`src/rtl/spi_multi_pkg.sv`:
```
// Shared definitions for spi_master_multi_mode: FSM encoding, MODE_VEC field
// indices and the per-byte half-period counter width.
package spi_multi_pkg;

  typedef enum logic [2:0] {
    ST_IDLE,
    ST_PREP,
    ST_SETUP,
    ST_SHIFT,
    ST_NEXT,
    ST_HOLD,
    ST_GAP
  } state_e;

  localparam int CPOL_IDX      = 1;
  localparam int CPHA_IDX      = 0;
  localparam int BIT_CNT_W     = 4;
  localparam int HALF_PER_BYTE = 16;

endpackage

```
`src/rtl/spi_half_tick.sv`:
```
// SCLK half-period timebase: down-counter that pulses tick_o for one cycle
// every CLK_DIV cycles; restart_i reloads it so the next tick is CLK_DIV away.
module spi_half_tick #(
  parameter int CLK_DIV = 2
) (
  input  logic sclk_common,
  input  logic n_rst,
  input  logic restart_i,
  output logic tick_o
);

  localparam int CW = (CLK_DIV > 1) ? $clog2(CLK_DIV) : 1;
  localparam logic [CW-1:0] RELOAD = CW'(CLK_DIV - 1);

  logic [CW-1:0] cnt_q;

  always_ff @(posedge sclk_common or negedge n_rst) begin
    if (!n_rst) begin
      cnt_q <= RELOAD;
    end else if (restart_i || (cnt_q == '0)) begin
      cnt_q <= RELOAD;
    end else begin
      cnt_q <= cnt_q - CW'(1);
    end
  end

  assign tick_o = (cnt_q == '0) && !restart_i;

endmodule

```
`src/rtl/spi_master_multi_mode.sv`:
```
// Multi-slave SPI master with per-slave CPOL/CPHA and explicit frame boundaries.
// Define SPI_3WIRE_EN for half-duplex operation on sdio_i/sdio_o/sdio_oe.
module spi_master_multi_mode
  import spi_multi_pkg::*;
#(
  parameter int                    N_SLAVES = 3,
  parameter int                    SLV_W    = 4,
  parameter logic [2*N_SLAVES-1:0] MODE_VEC = '0,
  parameter int                    CLK_DIV  = 2,
  parameter int                    CS_SETUP = 1,
  parameter int                    CS_HOLD  = 1,
  parameter int                    CS_GAP   = 2,
  parameter int                    SWAP_BIT = 8
) (
  input  logic                sclk_common,
  input  logic                n_rst,
  input  logic [7:0]          m_data,
  input  logic [SLV_W-1:0]    m_slave,
  input  logic                m_last,
  input  logic                m_valid,
  output logic                m_ready,
  output logic [7:0]          s_data,
  output logic [SLV_W-1:0]    s_slave,
  output logic                s_last,
  output logic                s_valid,
  output logic                err,
  output logic                busy,
  output logic [N_SLAVES-1:0] n_cs_bus,
  output logic                sclk,
  output logic                mosi,
`ifdef SPI_3WIRE_EN
  input  logic                sdio_i,
  output logic                sdio_o,
  output logic                sdio_oe,
`endif
  input  logic                miso
);

  localparam logic [SLV_W:0] N_SLV = (SLV_W + 1)'(N_SLAVES);

  state_e                 state_q;
  logic [SLV_W-1:0]       slv_q, s_slave_q;
  logic                   cpha_q, last_q, samp_q;
  logic [7:0]             sh_q, s_data_q;
  logic [BIT_CNT_W-1:0]   hp_q;
  logic [7:0]             cnt_q;
  logic                   sclk_q, mosi_q, s_last_q, s_valid_q, err_q;
  logic [N_SLAVES-1:0]    ncs_q;
  logic                   accept, bad_slv, tick, rx_in;
  logic [1:0]             mode_sel;
  logic [7:0]             rx_byte;
  logic [1:0]             mode_tab [2**SLV_W];

  for (genvar i = 0; i < 2**SLV_W; i++) begin : g_mode
    if (i < N_SLAVES) begin : g_on
      assign mode_tab[i] = MODE_VEC[2*i +: 2];
    end else begin : g_off
      assign mode_tab[i] = 2'b00;
    end
  end

  assign m_ready  = (state_q == ST_IDLE) || (state_q == ST_NEXT);
  assign busy     = (state_q != ST_IDLE);
  assign accept   = m_valid && m_ready;
  assign bad_slv  = ({1'b0, m_slave} >= N_SLV);
  assign mode_sel = mode_tab[m_slave];
  assign rx_byte  = {sh_q[6:0], cpha_q ? rx_in : samp_q};

  spi_half_tick #(.CLK_DIV(CLK_DIV)) u_tick (
    .sclk_common(sclk_common),
    .n_rst      (n_rst),
    .restart_i  (accept),
    .tick_o     (tick)
  );

`ifdef SPI_3WIRE_EN
  localparam int FB_W = $clog2(SWAP_BIT + 1);
  logic [FB_W-1:0] fb_q;
  logic            oe_q;
  logic            unused_miso;
  assign rx_in       = sdio_i;
  assign mosi        = 1'b0;
  assign sdio_o      = mosi_q;
  assign sdio_oe     = oe_q;
  assign unused_miso = miso;
`else
  logic unused_swap;
  assign rx_in       = miso;
  assign mosi        = mosi_q;
  assign unused_swap = ^SWAP_BIT;
`endif

  always_ff @(posedge sclk_common or negedge n_rst) begin
    if (!n_rst) begin
      state_q   <= ST_IDLE;
      slv_q     <= '0;
      cpha_q    <= 1'b0;
      last_q    <= 1'b0;
      samp_q    <= 1'b0;
      sh_q      <= '0;
      hp_q      <= '0;
      cnt_q     <= '0;
      sclk_q    <= MODE_VEC[CPOL_IDX];
      mosi_q    <= 1'b0;
      ncs_q     <= '1;
      s_data_q  <= '0;
      s_slave_q <= '0;
      s_last_q  <= 1'b0;
      s_valid_q <= 1'b0;
      err_q     <= 1'b0;
`ifdef SPI_3WIRE_EN
      fb_q      <= '0;
      oe_q      <= 1'b0;
`endif
    end else begin
      s_valid_q <= 1'b0;
      err_q     <= 1'b0;
      case (state_q)
        ST_IDLE: if (m_valid) begin
          if (bad_slv) begin
            err_q <= 1'b1;
          end else begin
            slv_q   <= m_slave;
            cpha_q  <= mode_sel[CPHA_IDX];
            sclk_q  <= mode_sel[CPOL_IDX];
            sh_q    <= m_data;
            last_q  <= m_last;
            state_q <= ST_PREP;
          end
        end
        ST_PREP: if (tick) begin
          ncs_q   <= ~(N_SLAVES'(1) << slv_q);
          if (!cpha_q) mosi_q <= sh_q[7];
          cnt_q   <= 8'(CS_SETUP - 1);
          state_q <= ST_SETUP;
`ifdef SPI_3WIRE_EN
          fb_q    <= '0;
          oe_q    <= 1'b1;
`endif
        end
        ST_SETUP: if (tick) begin
          if (cnt_q == 8'd0) begin
            hp_q    <= '0;
            state_q <= ST_SHIFT;
          end else begin
            cnt_q <= cnt_q - 8'd1;
          end
        end
        ST_SHIFT: if (tick) begin
          sclk_q <= ~sclk_q;
          hp_q   <= hp_q + BIT_CNT_W'(1);
          // even half-period index = leading edge, odd = trailing edge
          if (!hp_q[0]) begin
            if (cpha_q) mosi_q <= sh_q[7];
            else        samp_q <= rx_in;
          end else begin
            sh_q <= rx_byte;
            if (!cpha_q) mosi_q <= sh_q[6];
`ifdef SPI_3WIRE_EN
            if (fb_q == FB_W'(SWAP_BIT - 1)) oe_q <= 1'b0;
            if (fb_q != FB_W'(SWAP_BIT))     fb_q <= fb_q + FB_W'(1);
`endif
          end
          if (hp_q == BIT_CNT_W'(HALF_PER_BYTE - 1)) begin
            s_valid_q <= 1'b1;
            s_data_q  <= rx_byte;
            s_slave_q <= slv_q;
            s_last_q  <= last_q;
            cnt_q     <= 8'(CS_HOLD - 1);
            state_q   <= last_q ? ST_HOLD : ST_NEXT;
          end
        end
        ST_NEXT: if (m_valid) begin
          sh_q    <= m_data;
          last_q  <= m_last;
          hp_q    <= '0;
          if (!cpha_q) mosi_q <= m_data[7];
          state_q <= ST_SHIFT;
        end
        ST_HOLD: if (tick) begin
          if (cnt_q == 8'd0) begin
            ncs_q   <= '1;
            cnt_q   <= 8'(CS_GAP - 1);
            state_q <= ST_GAP;
`ifdef SPI_3WIRE_EN
            oe_q    <= 1'b0;
`endif
          end else begin
            cnt_q <= cnt_q - 8'd1;
          end
        end
        ST_GAP: if (tick) begin
          if (cnt_q == 8'd0) state_q <= ST_IDLE;
          else               cnt_q   <= cnt_q - 8'd1;
        end
        default: state_q <= ST_IDLE;
      endcase
    end
  end

  assign s_data   = s_data_q;
  assign s_slave  = s_slave_q;
  assign s_last   = s_last_q;
  assign s_valid  = s_valid_q;
  assign err      = err_q;
  assign n_cs_bus = ncs_q;
  assign sclk     = sclk_q;

endmodule

```
`config.mk`:
```
export PLATFORM = sky130hd
export DESIGN_NAME = spi_master_multi_mode
export DESIGN_NICKNAME = d
export VERILOG_FILES = /design/src/rtl/spi_multi_pkg.sv /design/src/rtl/spi_half_tick.sv /design/src/rtl/spi_master_multi_mode.sv
export SDC_FILE = /design/constraint.sdc
export NUM_CORES = 1
export LEC_CHECK = 0
export CORE_UTILIZATION = 55
export CTS_BUF_LIST = sky130_fd_sc_hd__clkbuf_8
export CTS_CLUSTER_DIAMETER = 50
export DETAILED_ROUTE_END_ITERATION = 12
export PLACE_DENSITY_LB_ADDON = 0.05
export SLEW_MARGIN = 40
export SYNTH_ARGS = -nofsm -noshare
export SYNTH_HDL_FRONTEND = slang
export SYNTH_HIERARCHICAL = 1
export SYNTH_SLANG_ARGS = --single-unit
```
`constraint.sdc`:
```
create_clock -name sclk_common -period 2.5 [get_ports sclk_common]
set_input_delay 0.25 -clock sclk_common [delete_from_list [all_inputs] [get_ports sclk_common]]
set_output_delay 0.25 -clock sclk_common [all_outputs]
set_load 0.1 [all_outputs]
```
==> results.sh, run 1 <==
export IMPL_min_period_over_period_pct=88.09
export IMPL_dr_total_vias=1959
export IMPL_floorplan_initialDensity_pct=57.41
export IMPL_final_layout_size_suffix_gt1_share_pct=26.55
export IMPL_synth_seq_area_share_pct=50.25
export IMPL_gp_routability_congestion=0.8342
export IMPL_syn_area_um2=2500
export IMPL_power_frac_seq_pct=34.0
export IMPL_finalWorstPathRequiredPeriod_ps=2202
export IMPL_layout_fillers=334
export IMPL_p_comb_share_pct=50.7
export IMPL_core_area_um2=4354
export IMPL_syn_inst=244
export IMPL_ys_top_cells_by_area="sky130_fd_sc_hd__dfrtp_1 46%, sky130_fd_sc_hd__mux2_2 8.6%, sky130_fd_sc_hd__o21ai_0 5.2%"
export IMPL_chipWidth_um=69.42
export IMPL_arr_time_crit_path_ps=2390
export IMPL_slew_violations=0
export IMPL_tritoncts_num_sinks=50
export IMPL_timing_critical_path_required_ps=2690
export IMPL_reg2reg_slack_ps=300
export IMPL_synthArstFlopShare_pct=100.0
export IMPL_synth_avg_cell_area_um2=10.25
export IMPL_rows=24
export IMPL_synthDominantCellAreaShare_pct=46.05
export IMPL_design_portCount=39
export IMPL_cts_clk_slew_worst_paths_ps=100
export IMPL_worstSetupStartpointType="flop"
export IMPL_rr_endpoint="cnt_q[3]$_DFFE_PN0P_"
export IMPL_die_height_um=69.42
export IMPL_postCtsSetupRepairBufs=0
export IMPL_worstRegToRegCells=7
export IMPL_fin_total_pwr_mw=3.885
export IMPL_h_tree_depth=2
export IMPL_rsz_0062_raised_after_global_routing="no"
export IMPL_grt_start_max_net_pins=38
export IMPL_p_leak_nw=1.452
export IMPL_max_buffers_root_to_sink=2
export IMPL_endpoint_kind="flop"
export IMPL_ys_types=50
export IMPL_area_growth_pct=21.82
export IMPL_globalRouteMet3Util_pct=4.797
export IMPL_finalWorstSetupSlack_ps=297.8
export IMPL_design_final_nets=308
export IMPL_numPortBuffers=38
export IMPL_synth_warnings=6
export IMPL_synth_ff_latch_count=50
export IMPL_maximum_vdd_drop_v=0.0006751
export IMPL_post_synth_top_count_cell="sky130_fd_sc_hd__dfrtp_1"
export IMPL_die_area_um2=4819
export IMPL_timing_worst_setup_path_type="flop to flop"
export IMPL_setup_total_negative_slack_ps=0
export IMPL_worst_margin_pin_slew_ps=633.0
export IMPL_grt_antenna_before_repair=0
export IMPL_ys_top_cells_by_count="46 x sky130_fd_sc_hd__dfrtp_1, 26 x sky130_fd_sc_hd__nand2_1, 26 x sky130_fd_sc_hd__o21ai_0"
export IMPL_synth_nets=263
export IMPL_wire_length_of_the_first_global_routing_pass_um=8928
export IMPL_commonest_register_cell_after_synthesis="sky130_fd_sc_hd__dfrtp_1"
export IMPL_detail_route_wl_per_cell_um=14.82
export IMPL_r2r_start="cnt_q[0]$_DFFE_PN0P_"
export IMPL_timing_final_setup_violations=0
export IMPL_drcViolationCount=0
export IMPL_detailedRoute_firstPassIterationCount=4
export IMPL_power_internal_mw=2.100
export IMPL_drt_iter0_markers=101
export IMPL_post_cts_resize_count=0
export IMPL_fmax_ghz=0.4541
export IMPL_vias_in_the_first_global_route=1926
export IMPL_drv_max_cap_violation_count=0
export IMPL_switching_share_pct=45.93
export IMPL_count_of_flip_flops_with_a_built_in_enable_after_synthesis=0
export IMPL_power_per_cell_area_nw_per_um2=1276
export IMPL_dp_hpwl_um=3697
export IMPL_grt_busiest_layer="met2"
export IMPL_post_place_ws_ps=189.2
export IMPL_antenna_violating_nets_post_route=0
export IMPL_antenna_cells_inserted=0
export IMPL_cts_buffers=5
export IMPL_use_met1_pct=31.14
export IMPL_finClkSkew_ps=7.342
export IMPL_min_delay_path_class="input port to asynchronous set/reset pin"
export IMPL_cts_tree="built"
export IMPL_avgViaCountPerCell=5.728
export IMPL_grtUsageTotal_pct=23.36
export IMPL_cts_root_buffer_cell="sky130_fd_sc_hd__clkbuf_8"
export IMPL_post_cts_hold_buffer_count=1
export IMPL_drt_total_wl_um=5067
export IMPL_status="complete, no violations"
export IMPL_net_sw_power_mw=1.784
export IMPL_clock_latency_ps=310
export IMPL_slew_headroom_pct=57.35
export IMPL_final_core_utilization_pct=69.94
export IMPL_hold_violations=0
export IMPL_synth_area_leader_cell="sky130_fd_sc_hd__dfrtp_1"
export IMPL_globalRouteOverflowTotal=0
export IMPL_worstPathMaxFanout=6
export IMPL_grt_met2_usage_pct=38.30
export IMPL_clkPwrFrac_pct=15.3
## layer usage
layer | up-vias | wire [um] | share of wire, %
met4 | 0 | 68 | 1.3
li1 | 965 | - | -
met3 | 5 | 295 | 5.8
met2 | 57 | 2392 | 47
met1 | 932 | 2312 | 46
met5 | - | 0 | 0
## critical path, cell delays in order, from the launching register on
cell and delay (ps):
sky130_fd_sc_hd__dfrtp_1 440, sky130_fd_sc_hd__inv_1 90, sky130_fd_sc_hd__ha_1 200, sky130_fd_sc_hd__or3b_1 440, sky130_fd_sc_hd__or2_1 350, sky130_fd_sc_hd__a21o_4 270
sky130_fd_sc_hd__a32oi_1 190, sky130_fd_sc_hd__o21ai_1 100
## metrics by stage
stage | instance area [um^2] | std cells | hold WS, ps
6_report | 3045 | 342 | 343.4
2_1_floorplan | 2506 | 244 | -45.59
4_1_cts | 3045 | 342 | 348.8
5_1_grt | 3045 | 342 | 376.6
3_5_place_dp | 2918 | 333 | 156.9
3_3_place_gp | 2918 | 333 | 152.6
## kinds of logic after synthesis
logic type,Yosys count,synth area share [%]
buffers and inverters,19,3.303
multiplexers,27,11.76
AND/OR/NAND/NOR,82,17.67
AO/OA/AOI/OAI,64,16.02
flip-flops,50,50.25
adder cells (fa/ha/maj),2,1.001
## worst max path at each step
stage	startpoint	slack [ps]	end	cells past startpoint
global placement	m_valid	250	s_data[4]$_DFFE_PN0P_	8
floorplan	state_q[1]$_DFFE_PN0P_	240	s_data[5]$_DFFE_PN0P_	10
finish	cnt_q[0]$_DFFE_PN0P_	300	cnt_q[3]$_DFFE_PN0P_	7
global route	state_q[0]$_DFFE_PN0P_	160	sh_q[0]$_DFFE_PN0P_	8
CTS	cnt_q[0]$_DFFE_PN0P_	310	cnt_q[3]$_DFFE_PN0P_	7
detailed placement	m_valid	190	s_data[3]$_DFFE_PN0P_	8
## power groups by stage
stage / logic (mW) / registers [mW] / clock network, mW
floorplan: 1.11 / 1.72 / 0
global route: 2.16 / 1.37 / 0.630
detailed placement: 1.97 / 1.34 / 0
global placement: 1.92 / 1.33 / 0
finish: 1.97 / 1.32 / 0.595
CTS: 1.98 / 1.32 / 0.610
## layout make-up
| type | count | area (um^2) | share of cell area (%) |
|---|---|---|---|
| Multi-Input combinational cell | 175 | 1164 | 38.21 |
| Timing Repair Buffer | 50 | 412.9 | 13.56 |
| Inverter | 7 | 30.03 | 0.9860 |
| Clock inverter | 3 | 48.80 | 1.602 |
| Sequential cell | 50 | 1256 | 41.25 |
| Tap cell | 52 | 65.06 | 2.136 |
| Clock buffer | 5 | 68.82 | 2.260 |
## state kept, by name, indices dropped and copies added (netlist names), 3 cells and up
| signal | flops |
|---|---|
| cnt_q | 8 |
| hp_q | 4 |
| n_cs_bus | 3 |
| s_data | 8 |
| s_slave | 4 |
| sh_q | 8 |
| slv_q | 4 |
| state_q | 3 |
## cell usage in the layout (no fill, tap or decap), types with 3 or more instances in the layout
cell                               n
sky130_fd_sc_hd__o21ai_0          26
sky130_fd_sc_hd__dfstp_2           4
sky130_fd_sc_hd__buf_4            33
sky130_fd_sc_hd__nor2b_1           5
sky130_fd_sc_hd__mux2_2           19
sky130_fd_sc_hd__or2_2             3
sky130_fd_sc_hd__nor2_1            9
sky130_fd_sc_hd__clkbuf_8          5
sky130_fd_sc_hd__dfrtp_1          46
sky130_fd_sc_hd__o41ai_1           3
sky130_fd_sc_hd__nand3_1          12
sky130_fd_sc_hd__mux2i_1           8
sky130_fd_sc_hd__and3b_1           3
sky130_fd_sc_hd__nand2_1          25
sky130_fd_sc_hd__clkdlybuf4s50_1  15
sky130_fd_sc_hd__a21oi_1          14
sky130_fd_sc_hd__inv_1             6
sky130_fd_sc_hd__a21o_1            4
sky130_fd_sc_hd__nand2b_1          3
(Power assumes the default switching activity.)
==> inputs of run 2 (changes only) <==
--- a/config.mk
+++ b/config.mk
@@ -5,6 +5,7 @@
 export SDC_FILE = /design/constraint.sdc
 export NUM_CORES = 1
 export LEC_CHECK = 0
+export ABC_CLOCK_PERIOD_IN_PS = 2500
 export CORE_UTILIZATION = 55
 export CTS_BUF_LIST = sky130_fd_sc_hd__clkbuf_8
 export CTS_CLUSTER_DIAMETER = 50
==> results of run 2 <==
No change in the layout: final DEF, timing and power equal those of run 1.
==> inputs of run 3 (changes only) <==
--- a/config.mk
+++ b/config.mk
@@ -5,8 +5,8 @@
 export SDC_FILE = /design/constraint.sdc
 export NUM_CORES = 1
 export LEC_CHECK = 0
-export ABC_CLOCK_PERIOD_IN_PS = 2500
-export CORE_UTILIZATION = 55
+export ABC_CLOCK_PERIOD_IN_PS = 2000
+export CORE_UTILIZATION = 50
 export CTS_BUF_LIST = sky130_fd_sc_hd__clkbuf_8
 export CTS_CLUSTER_DIAMETER = 50
 export DETAILED_ROUTE_END_ITERATION = 12
==> constraint.sdc (replaced) <==
create_clock -name sclk_common -period 2 [get_ports sclk_common]
set_input_delay 0.2 -clock sclk_common [delete_from_list [all_inputs] [get_ports sclk_common]]
set_output_delay 0.2 -clock sclk_common [all_outputs]
set_load 0.1 [all_outputs]
==> results.sh, run 3 (same netlist as run 1, synthesis figures left out) <==
export IMPL_final_core_utilization_pct=69.76
export IMPL_cts_tree="built"
export IMPL_tritoncts_num_sinks=50
export IMPL_core_area_um2=4755
export IMPL_vias_in_the_first_global_route=1958
export IMPL_drt_iter0_markers=130
export IMPL_max_buffers_root_to_sink=2
export IMPL_power_per_cell_area_nw_per_um2=1589
export IMPL_clock_latency_ps=310
export IMPL_gp_routability_congestion=0.7681
export IMPL_p_leak_nw=1.582
export IMPL_layout_common_cells="49 x sky130_fd_sc_hd__buf_4, 46 x sky130_fd_sc_hd__dfrtp_1, 25 x sky130_fd_sc_hd__nand2_1, 24 x sky130_fd_sc_hd__o21ai_0, 19 x sky130_fd_sc_hd__mux2_2"
export IMPL_design_portCount=39
export IMPL_cts_buffers=5
export IMPL_r2r_start="state_q[1]$_DFFE_PN0P_"
export IMPL_timing_critical_path_required_ps=2240
export IMPL_cts_root_buffer_cell="sky130_fd_sc_hd__clkbuf_8"
export IMPL_post_place_ws_ps=-168.1
export IMPL_cp_slowest_cell="sky130_fd_sc_hd__dfrtp_1"
export IMPL_rr_endpoint="cnt_q[0]$_DFFE_PN0P_"
export IMPL_finClkSkew_ps=4.270
export IMPL_area_growth_pct=32.68
export IMPL_numPortBuffers=38
export IMPL_design_final_nets=328
export IMPL_fmax_ghz=0.5279
export IMPL_family_with_the_most_delay_on_the_worst_path="simple AND/OR/NAND/NOR gates"
export IMPL_status="complete, no violations"
export IMPL_antenna_violating_nets_post_route=0
export IMPL_maximum_vdd_drop_v=0.0008110
export IMPL_grt_start_max_net_pins=22
export IMPL_timing_final_setup_violations=0
export IMPL_min_period_over_period_pct=94.72
export IMPL_h_tree_depth=2
export IMPL_final_layout_size_suffix_gt1_share_pct=34.84
export IMPL_grt_antenna_before_repair=0
export IMPL_die_area_um2=5287
export IMPL_reg2reg_slack_ps=110
export IMPL_hold_violations=0
export IMPL_antenna_cells_inserted=0
export IMPL_globalRouteOverflowTotal=0
export IMPL_avgViaCountPerCell=5.385
export IMPL_path_buf_inv=2
export IMPL_cts_clk_slew_worst_paths_ps=90
export IMPL_arr_time_crit_path_ps=2130
export IMPL_chipWidth_um=72.71
export IMPL_timing_worst_setup_path_type="flop to flop"
export IMPL_rows=25
export IMPL_drt_total_wl_um=5517
export IMPL_dr_total_vias=2030
export IMPL_layout_commonest_cell="sky130_fd_sc_hd__buf_4"
export IMPL_slew_headroom_pct=52.52
export IMPL_drcViolationCount=0
export IMPL_finalWorstPathRequiredPeriod_ps=1894
export IMPL_slew_violations=0
export IMPL_dp_hpwl_um=3905
export IMPL_drv_max_cap_violation_count=0
export IMPL_endpoint_kind="flop"
export IMPL_finalWorstSetupSlack_ps=105.7
export IMPL_detail_route_wl_per_cell_um=14.63
export IMPL_worstRegToRegCells=8
export IMPL_worst_margin_pin_slew_ps=704.8
export IMPL_timing_critical_path_cells="nor3b_4 -> nor2_1 -> buf_4 -> and3b_1 -> a211oi_4 -> clkdlybuf4s15_2 -> a21oi_1 -> nor2b_1"
export IMPL_grtUsageTotal_pct=23.29
export IMPL_wire_length_of_the_first_global_routing_pass_um=9432
export IMPL_floorplan_initialDensity_pct=52.58
export IMPL_worstPathMaxFanout=5
export IMPL_fin_total_pwr_mw=5.269
export IMPL_die_height_um=72.71
export IMPL_cpPeakStageDelay_ps=420
export IMPL_layout_fillers=382
export IMPL_worstSetupStartpointType="flop"
export IMPL_detailedRoute_firstPassIterationCount=4
export IMPL_worst_setup_path_startpoint="state_q[1]$_DFFE_PN0P_"
export IMPL_min_delay_path_class="input port to asynchronous set/reset pin"
-- run 3: how the worst max path moves through the flow --
stage,cells after the start,end,slack (ps)
finish,8,cnt_q[0]$_DFFE_PN0P_,110
global placement,8,cnt_q[6]$_DFFE_PN0P_,-140
floorplan,10,s_data[5]$_DFFE_PN0P_,2
detailed placement,8,cnt_q[6]$_DFFE_PN0P_,-170
CTS,7,cnt_q[3]$_DFFE_PN0P_,20
global route,8,cnt_q[0]$_DFFE_PN0P_,-20
-- run 3: final cells by class --
class	count	area (um^2)	share of cell area, %
Sequential cell	50	1256	37.87
Multi-Input combinational cell	175	1230	37.08
Timing Repair Buffer	70	604.3	18.22
Tap cell	67	83.83	2.527
Clock buffer	5	68.82	2.075
Clock inverter	3	43.79	1.320
Inverter	7	30.03	0.9053
-- run 3: timing repair --
| action | CTS | global route |
|---|---|---|
| hold buffers | 1 | 0 |
| endpoints found under the setup margin | 6 | 16 |
| endpoints found under the hold margin | 16 | 0 |
| setup buffers | 0 | 2 |
| pin swaps | 0 | 5 |
| cloned | 0 | 1 |
| resized for setup | 2 | 14 |
-- run 3: through the flow --
step	cell area [um^2]	hold WS, ps	TNS (ps)	cells
finish	3317	333.1	0	377
global route	3317	381.4	-19.01	377
CTS	3238	342.3	0	374
detailed placement	3113	142.1	-3811	365
global placement	3113	144.9	-2742	365
floorplan	2532	-95.59	0	244
-- run 3: power by group --
part	total, mW	internal, mW	switching (mW)
Sequential	1.57	1.35	0.224
Clock	0.732	0.375	0.357
Combinational	2.97	1.18	1.78
Total	5.27	2.91	2.36
-- run 3: per-layer routing --
layer	vias to the layer above	wire length [um]	global-route usage [%]
met5	-	0	0
met4	0	69	6.536
met3	7	230	5.525
met2	44	2474	35.10
met1	972	2743	33.60
li1	1007	-	-
